**config.mk**
```make
export PLATFORM = sky130hd
export DESIGN_NAME = prog_sequencer_flat
export DESIGN_NICKNAME = d
export VERILOG_FILES = /design/src/rtl/prog_sequencer_pkg.sv /design/src/rtl/prog_sequencer_if.sv /design/src/rtl/prog_sequencer_ret_stack.sv /design/src/rtl/prog_sequencer.sv /design/src/flat_wrapper.sv
export SDC_FILE = /design/constraint.sdc
export NUM_CORES = 1
export LEC_CHECK = 0
export CAP_MARGIN = 20
export CORE_ASPECT_RATIO = 0.7
export CORE_MARGIN = 3
export CORE_UTILIZATION = 60
export CTS_CLUSTER_DIAMETER = 40
export DETAILED_ROUTE_END_ITERATION = 12
export DONT_BUFFER_PORTS = 1
export PLACE_DENSITY = 0.78
export REMOVE_ABC_BUFFERS = 1
export SLEW_MARGIN = 20
export SYNTH_ARGS = -nofsm -noshare
export SYNTH_HDL_FRONTEND = slang
export SYNTH_SLANG_ARGS = --single-unit
export TNS_END_PERCENT = 30
```
**constraint.sdc**
```tcl
create_clock -name Clk -period 2.8 [get_ports Clk]
set_input_delay 0.28 -clock Clk [delete_from_list [all_inputs] [get_ports Clk]]
set_output_delay 0.28 -clock Clk [all_outputs]
set_load 0.1 [all_outputs]
```
**src/rtl/prog_sequencer_pkg.sv**
```systemverilog
// Shared types for the program sequencer: FSM states and next-PC mux select.
// Imported by the sequencer top; no logic lives here.
package seq_pkg;

  typedef enum logic [1:0] {
    IDLE = 2'd0,
    RUN  = 2'd1,
    DONE = 2'd2
  } seq_state_t;

  typedef enum logic [1:0] {
    NPC_HOLD = 2'd0,
    NPC_RET  = 2'd1,
    NPC_TARG = 2'd2,
    NPC_INC  = 2'd3
  } npc_sel_t;

endpackage

```
**src/rtl/prog_sequencer_if.sv**
```systemverilog
// Control/fetch bundle between the control unit, instruction ROM and sequencer.
// CycleCount exists only when SEQ_CYCLE_COUNT_EN is defined.
interface prog_sequencer_if #(parameter int PC_W = 12);

  logic            Start;
  logic            Stall;
  logic            Halt;
  logic            JumpAbs;
  logic            BranchAbsEn;
  logic            ALU_flag;
  logic            Call;
  logic            Ret;
  logic [PC_W-1:0] Target;
  logic [PC_W-1:0] ProgCtr;
  logic            Running;
  logic            Done;
  logic            RasErr;
`ifdef SEQ_CYCLE_COUNT_EN
  logic [31:0]     CycleCount;
`endif

  modport master (
    output Start, Stall, Halt, JumpAbs, BranchAbsEn, ALU_flag, Call, Ret, Target,
`ifdef SEQ_CYCLE_COUNT_EN
    input  CycleCount,
`endif
    input  ProgCtr, Running, Done, RasErr
  );

  modport slave (
    input  Start, Stall, Halt, JumpAbs, BranchAbsEn, ALU_flag, Call, Ret, Target,
`ifdef SEQ_CYCLE_COUNT_EN
    output CycleCount,
`endif
    output ProgCtr, Running, Done, RasErr
  );

endinterface

```
**src/rtl/prog_sequencer_ret_stack.sv**
```systemverilog
// Circular return-address stack: a push when full overwrites the oldest entry.
// Latency 1 cycle; no backpressure, err_pulse flags overflow/underflow combinationally.
module ret_stack #(
  parameter int DEPTH = 4,
  parameter int W     = 12
) (
  input  logic         clk,
  input  logic         rst,
  input  logic         push,
  input  logic         pop,
  input  logic         clear,
  input  logic [W-1:0] push_data,
  output logic [W-1:0] top,
  output logic         empty,
  output logic         full,
  output logic         err_pulse
);

  localparam int PTR_W = $clog2(DEPTH);
  localparam logic [PTR_W:0] CNT_MAX = (PTR_W+1)'(DEPTH);

  logic [W-1:0]     mem_q [DEPTH];
  logic [W-1:0]     mem_d [DEPTH];
  logic [PTR_W-1:0] ptr_q, ptr_d, ptr_dec;
  logic [PTR_W:0]   cnt_q, cnt_d;

  // ptr_q is the next write slot; when full it also points at the oldest entry.
  assign ptr_dec   = ptr_q - PTR_W'(1);
  assign empty     = (cnt_q == '0);
  assign full      = (cnt_q == CNT_MAX);
  assign top       = mem_q[ptr_dec];
  assign err_pulse = !clear && ((pop && empty) || (push && !pop && full));

  always_comb begin
    mem_d = mem_q;
    ptr_d = ptr_q;
    cnt_d = cnt_q;
    if (clear) begin
      ptr_d = '0;
      cnt_d = '0;
    end else if (pop) begin
      if (!empty) begin
        ptr_d = ptr_dec;
        cnt_d = cnt_q - (PTR_W+1)'(1);
      end
    end else if (push) begin
      mem_d[ptr_q] = push_data;
      ptr_d        = ptr_q + PTR_W'(1);
      if (!full) cnt_d = cnt_q + (PTR_W+1)'(1);
    end
  end

  always_ff @(posedge clk or posedge rst) begin
    if (rst) begin
      ptr_q <= '0;
      cnt_q <= '0;
      for (int i = 0; i < DEPTH; i++) mem_q[i] <= '0;
    end else begin
      ptr_q <= ptr_d;
      cnt_q <= cnt_d;
      mem_q <= mem_d;
    end
  end

endmodule

```
**src/rtl/prog_sequencer.sv**
```systemverilog
// Program sequencer: PC, run/done FSM, call/return stack; optional SEQ_CYCLE_COUNT_EN counter.
// Latency 1 cycle (ProgCtr updates on the edge after decode); Stall holds PC, stack and state.
module prog_sequencer
  import seq_pkg::*;
#(
  parameter int              PC_W       = 12,
  parameter int              RAS_DEPTH  = 4,
  parameter logic [PC_W-1:0] START_ADDR = '0
) (
  input logic              Clk,
  input logic              Reset,
  prog_sequencer_if.slave  sq
);

  seq_state_t      state_q, state_d;
  logic [PC_W-1:0] pc_q, pc_d, pc_inc, stk_top;
  logic            running_q, running_d, done_q, done_d, ras_err_q, ras_err_d;
  logic            active, ret_go, call_go, stk_empty, stk_err, unused_full;
  npc_sel_t        npc_sel;

  assign pc_inc  = pc_q + PC_W'(1);
  assign active  = (state_q == RUN) && !sq.Stall && !sq.Start;
  assign ret_go  = active && !sq.Halt && sq.Ret;
  assign call_go = active && !sq.Halt && !sq.Ret && sq.Call;

  ret_stack #(.DEPTH(RAS_DEPTH), .W(PC_W)) u_ras (
    .clk       (Clk),
    .rst       (Reset),
    .push      (call_go),
    .pop       (ret_go),
    .clear     (sq.Start),
    .push_data (pc_inc),
    .top       (stk_top),
    .empty     (stk_empty),
    .full      (unused_full),
    .err_pulse (stk_err)
  );

  always_comb begin
    npc_sel = NPC_INC;
    if (!active || sq.Halt)                                              npc_sel = NPC_HOLD;
    else if (sq.Ret)                                                     npc_sel = stk_empty ? NPC_INC : NPC_RET;
    else if (sq.Call || sq.JumpAbs || (sq.BranchAbsEn && sq.ALU_flag))   npc_sel = NPC_TARG;
  end

  always_comb begin
    state_d   = state_q;
    ras_err_d = ras_err_q | stk_err;
    case (npc_sel)
      NPC_RET:  pc_d = stk_top;
      NPC_TARG: pc_d = sq.Target;
      NPC_INC:  pc_d = pc_inc;
      default:  pc_d = pc_q;
    endcase
    if (sq.Start) begin
      state_d   = RUN;
      pc_d      = START_ADDR;
      ras_err_d = 1'b0;
    end else if (active && sq.Halt) begin
      state_d = DONE;
    end
    running_d = (state_d == RUN);
    done_d    = (state_d == DONE);
  end

  always_ff @(posedge Clk or posedge Reset) begin
    if (Reset) begin
      state_q   <= IDLE;
      pc_q      <= START_ADDR;
      ras_err_q <= 1'b0;
      running_q <= 1'b0;
      done_q    <= 1'b0;
    end else begin
      state_q   <= state_d;
      pc_q      <= pc_d;
      ras_err_q <= ras_err_d;
      running_q <= running_d;
      done_q    <= done_d;
    end
  end

  assign sq.ProgCtr = pc_q;
  assign sq.Running = running_q;
  assign sq.Done    = done_q;
  assign sq.RasErr  = ras_err_q;

`ifdef SEQ_CYCLE_COUNT_EN
  logic [31:0] cyc_q, cyc_d;

  // Counts stalled RUN cycles too; freezes outside RUN and saturates.
  always_comb begin
    cyc_d = cyc_q;
    if (sq.Start)                            cyc_d = '0;
    else if (state_q == RUN && cyc_q != '1)  cyc_d = cyc_q + 32'd1;
  end

  always_ff @(posedge Clk or posedge Reset) begin
    if (Reset) cyc_q <= '0;
    else       cyc_q <= cyc_d;
  end

  assign sq.CycleCount = cyc_q;
`endif

endmodule

```
**src/flat_wrapper.sv**
```systemverilog
// flat-port wrapper written by rule: the top's interface ports become plain ports
module prog_sequencer_flat import seq_pkg::*;
#(
  parameter int              PC_W       = 12,
  parameter int              RAS_DEPTH  = 4,
  parameter logic [PC_W-1:0] START_ADDR = '0
)
  (Clk, Reset, sq_Start, sq_Stall, sq_Halt, sq_JumpAbs, sq_BranchAbsEn, sq_ALU_flag, sq_Call, sq_Ret, sq_Target, sq_ProgCtr, sq_Running, sq_Done, sq_RasErr);
  prog_sequencer_if #(.PC_W(PC_W)) sq_i ();
  input logic Clk;
  input logic Reset;
  input wire logic [$bits(sq_i.Start)-1:0] sq_Start;
  input wire logic [$bits(sq_i.Stall)-1:0] sq_Stall;
  input wire logic [$bits(sq_i.Halt)-1:0] sq_Halt;
  input wire logic [$bits(sq_i.JumpAbs)-1:0] sq_JumpAbs;
  input wire logic [$bits(sq_i.BranchAbsEn)-1:0] sq_BranchAbsEn;
  input wire logic [$bits(sq_i.ALU_flag)-1:0] sq_ALU_flag;
  input wire logic [$bits(sq_i.Call)-1:0] sq_Call;
  input wire logic [$bits(sq_i.Ret)-1:0] sq_Ret;
  input wire logic [$bits(sq_i.Target)-1:0] sq_Target;
  output wire logic [$bits(sq_i.ProgCtr)-1:0] sq_ProgCtr;
  output wire logic [$bits(sq_i.Running)-1:0] sq_Running;
  output wire logic [$bits(sq_i.Done)-1:0] sq_Done;
  output wire logic [$bits(sq_i.RasErr)-1:0] sq_RasErr;
  assign sq_i.Start = sq_Start;
  assign sq_i.Stall = sq_Stall;
  assign sq_i.Halt = sq_Halt;
  assign sq_i.JumpAbs = sq_JumpAbs;
  assign sq_i.BranchAbsEn = sq_BranchAbsEn;
  assign sq_i.ALU_flag = sq_ALU_flag;
  assign sq_i.Call = sq_Call;
  assign sq_i.Ret = sq_Ret;
  assign sq_i.Target = sq_Target;
  assign sq_ProgCtr = sq_i.ProgCtr;
  assign sq_Running = sq_i.Running;
  assign sq_Done = sq_i.Done;
  assign sq_RasErr = sq_i.RasErr;
  prog_sequencer #(.PC_W(PC_W), .RAS_DEPTH(RAS_DEPTH), .START_ADDR(START_ADDR)) u_core (.Clk(Clk), .Reset(Reset), .sq(sq_i));
endmodule
```
==> results.cfg <==
[routing]
routed_wl_mm = 8.26
vias = 2491
wl_per_cell_um = 21.7
via_per_inst = 6.54
drtIter0Drc = 152
drc_errors = 0
final_antenna_net_count = 0
first_pass_iters = 6

[synth]
ys_types = 45
synthTopCellsByCount = 70 x dfrtp_1, 46 x mux2_2, 20 x o21ai_0
yosysMostFrequentCell = dfrtp_1
synth_edf_count = 0
netlist.area_leader.share_pct = 48.7
yosysTopAreaCell = dfrtp_1
ys_seq_area_share_pct = 48.7
ys_ff_latch = 70
synth_ff_type = dfrtp_1
async_flop_share_pct = 100
synthTopCellsByArea = dfrtp_1 49%, mux2_2 14%, mux4_2 7.5%
syn_avg_cell_area_um2 = 12.3
syn-cell-area_um2 = 3590
synth_cells = 291
synth_warnings = 0

[status]
status = complete, no violations

[place]
hpwlAfterDp_mm = 5.53
io_buffer_count = 0
place_congestion = 0.784

[power_and_ir_drop]
p_leak_nw = 1.79
power.density_nw_per_um2 = 543
internal_power_mw = 1.55
sw_frac_of_total_pct = 27.5
power.switching_mw = 0.587
ir_drop_mv = 0.305
p_comb_share_pct = 11.8
seq_power_share_pct = 51.0
clockPowerShare_pct = 37.2
power.total_mw = 2.14

[finish]
fin_util_pct = 71.4
n_antenna_cell = 0
syn2layout_area_growth_pct = 9.37
drive_gt1_share_pct = 33.3
layout.nets = 333

[timing]
worst_pin_slew_ps = 896
setup_violations = 0
whs_ps = 21.2
clock_skew_ps = 13.4
final_max_slew_viol_count = 0
hold_violations = 0
timing.fmax_ghz = 0.470
relSlewSlack_pct = 40.3
fin_crit_ps = 2130
final.setup.tns_ps = 0
rsz0062_at_grt = no
post-route-period-util_pct = 75.9

[setup_path]
arrival_ps = 2330
worstSetupPathType = reg2reg
max_stage_delay_ps = 520
cp_slowest_cell = mux4_2
cp-end-kind = flip-flop
cp_max_fo = 7
worstPathRequired_ps = 3010
cp_cell_sequence = inv_1 > ha_1 > buf_4 > mux4_2 > o22ai_1 > o21ai_0
crit_path_start_kind = flip-flop

[floorplan]
core_area_um2 = 5510
rows = 22
initial_core_util_pct = 65.3
die_w_um = 98.5
die_h_um = 70.8
io_pins = 37
dieArea_um2 = 6970

[global_routing]
grt_pass1_wl_mm = 13.4
grt-ovfl-total = 0
antenna_found_initial = 0
grt_pass1_vias = 2539
grt_max_degree = 71
grtUsageTotal_pct = 24.8

[clocking]
cts_tree = built
cts_resized = 0
post_cts_buffers = 0
cts.clk_slew.worst_paths_ps = 80
numCtsBuffers = 9
htreeDepth = 3
cts_max_path_buffers = 2
worstSkewPairLatency_ps = 350
root_buffer = clkbuf_8
clkSinkCount = 70

[min_path]
hold_path_class = in2reg

[run]
cap_viol_max_count = 0
worst paths after layout:
kind                                        startpoint                     end  slack (ps)  cells past startpoint
worst max-delay path             u_core.u_ras.ptr_q[1]    u_core.sq.ProgCtr[3]         670                      6
worst min-delay path                          sq_Start       u_core.state_q[1]          20                      1
worst max register to register   u_core.u_ras.ptr_q[1]    u_core.sq.ProgCtr[3]         670                      6
worst min register to register  u_core.u_ras.mem_q[45]  u_core.u_ras.mem_q[45]         490                      1
max in group asynchronous                        Reset  u_core.u_ras.mem_q[25]        2160                      2
min in group asynchronous                        Reset  u_core.u_ras.mem_q[29]          80                      2
layout make-up:
type                       instances  area (um^2)
tap                               72         90.1
sequential                        70         1750
inverter                           8         30.0
timing repair buffer              20          153
fill                             394         1580
clock buffer                      11          141
clock inverter                     4         47.5
multi-input combinational        196         1720
critical path: cells and delay by family (launching register included):
kind / cells / cell delay [ps]
muxes: 1 / 520
adders and majority gates: 1 / 500
DFF: 1 / 380
buffers and inverters: 2 / 340
AOI/OAI and AO/OA: 2 / 250
logic make-up after synthesis:
family / share of synthesized area, %
AOI/OAI and AO/OA: 9.78
xor gates and xnor gates: 1.95
adders and majority gates: 2.30
buffers and inverters: 3.73
DFF: 48.7
muxes: 22.5
and+or+nand+nor: 11.0
flip-flops by register name, summed over array words and instances, names as in the netlist:
signal / flops
u_core.u_ras.ptr_q: 2
u_core.sq.RasErr: 1
u_core.u_ras.mem_q: 48
u_core.u_ras.cnt_q: 3
u_core.sq.Done: 1
u_core.state_q: 2
u_core.sq.Running: 1
u_core.sq.ProgCtr: 12
layer usage:
metal / GRT usage, % / up-vias / share of wire, %
met3: 7.88 / 12 / 6.0
li1: - / 1114 / -
met4: 7.27 / 0 / 1.4
met2: 38.5 / 75 / 48
met5: 0 / - / 0
met1: 33.9 / 1290 / 44
metrics by stage:
step | cell area, um^2 | instances | setup slack, ps
finish | 3930 | 381 | 674
global route | 3930 | 381 | 546
floorplan | 3490 | 274 | 234
detailed placement | 3730 | 365 | 694
global placement | 3730 | 365 | 761
CTS | 3930 | 381 | 653
timing repair:
item	4_1_cts	5_1_grt
endpoints found under the setup margin	0	0
hold endpoints to repair	6	0
hold buffers	1	0
cells in the final DEF, fill, tap and decap left out, drive strengths merged, types with 3 or more instances in the layout:
cell	netlist	routed
nand3	6	6
buf	13	19
o21a	3	3
o22ai	5	5
nand4	5	5
o221ai	6	6
xnor2	4	4
dfrtp	70	70
o31a	3	3
nor3	10	10
xor2	4	4
o21ai	20	20
or2	6	6
a21oi	5	5
o31ai	3	3
nand2	19	19
and3	4	4
mux4	12	12
nor2	4	4
ha	5	5
mux2	47	47
clkbuf	4	11
inv	8	8
power by group through the flow:
stage               Combinational, mW  Sequential (mW)  Clock, mW
floorplan                       0.117             1.17          0
global placement                0.242             1.10          0
detailed placement              0.248             1.11          0
CTS                             0.252             1.09      0.810
global route                    0.271             1.09      0.852
finish                          0.252             1.09      0.795
(Power assumes the default switching activity.)
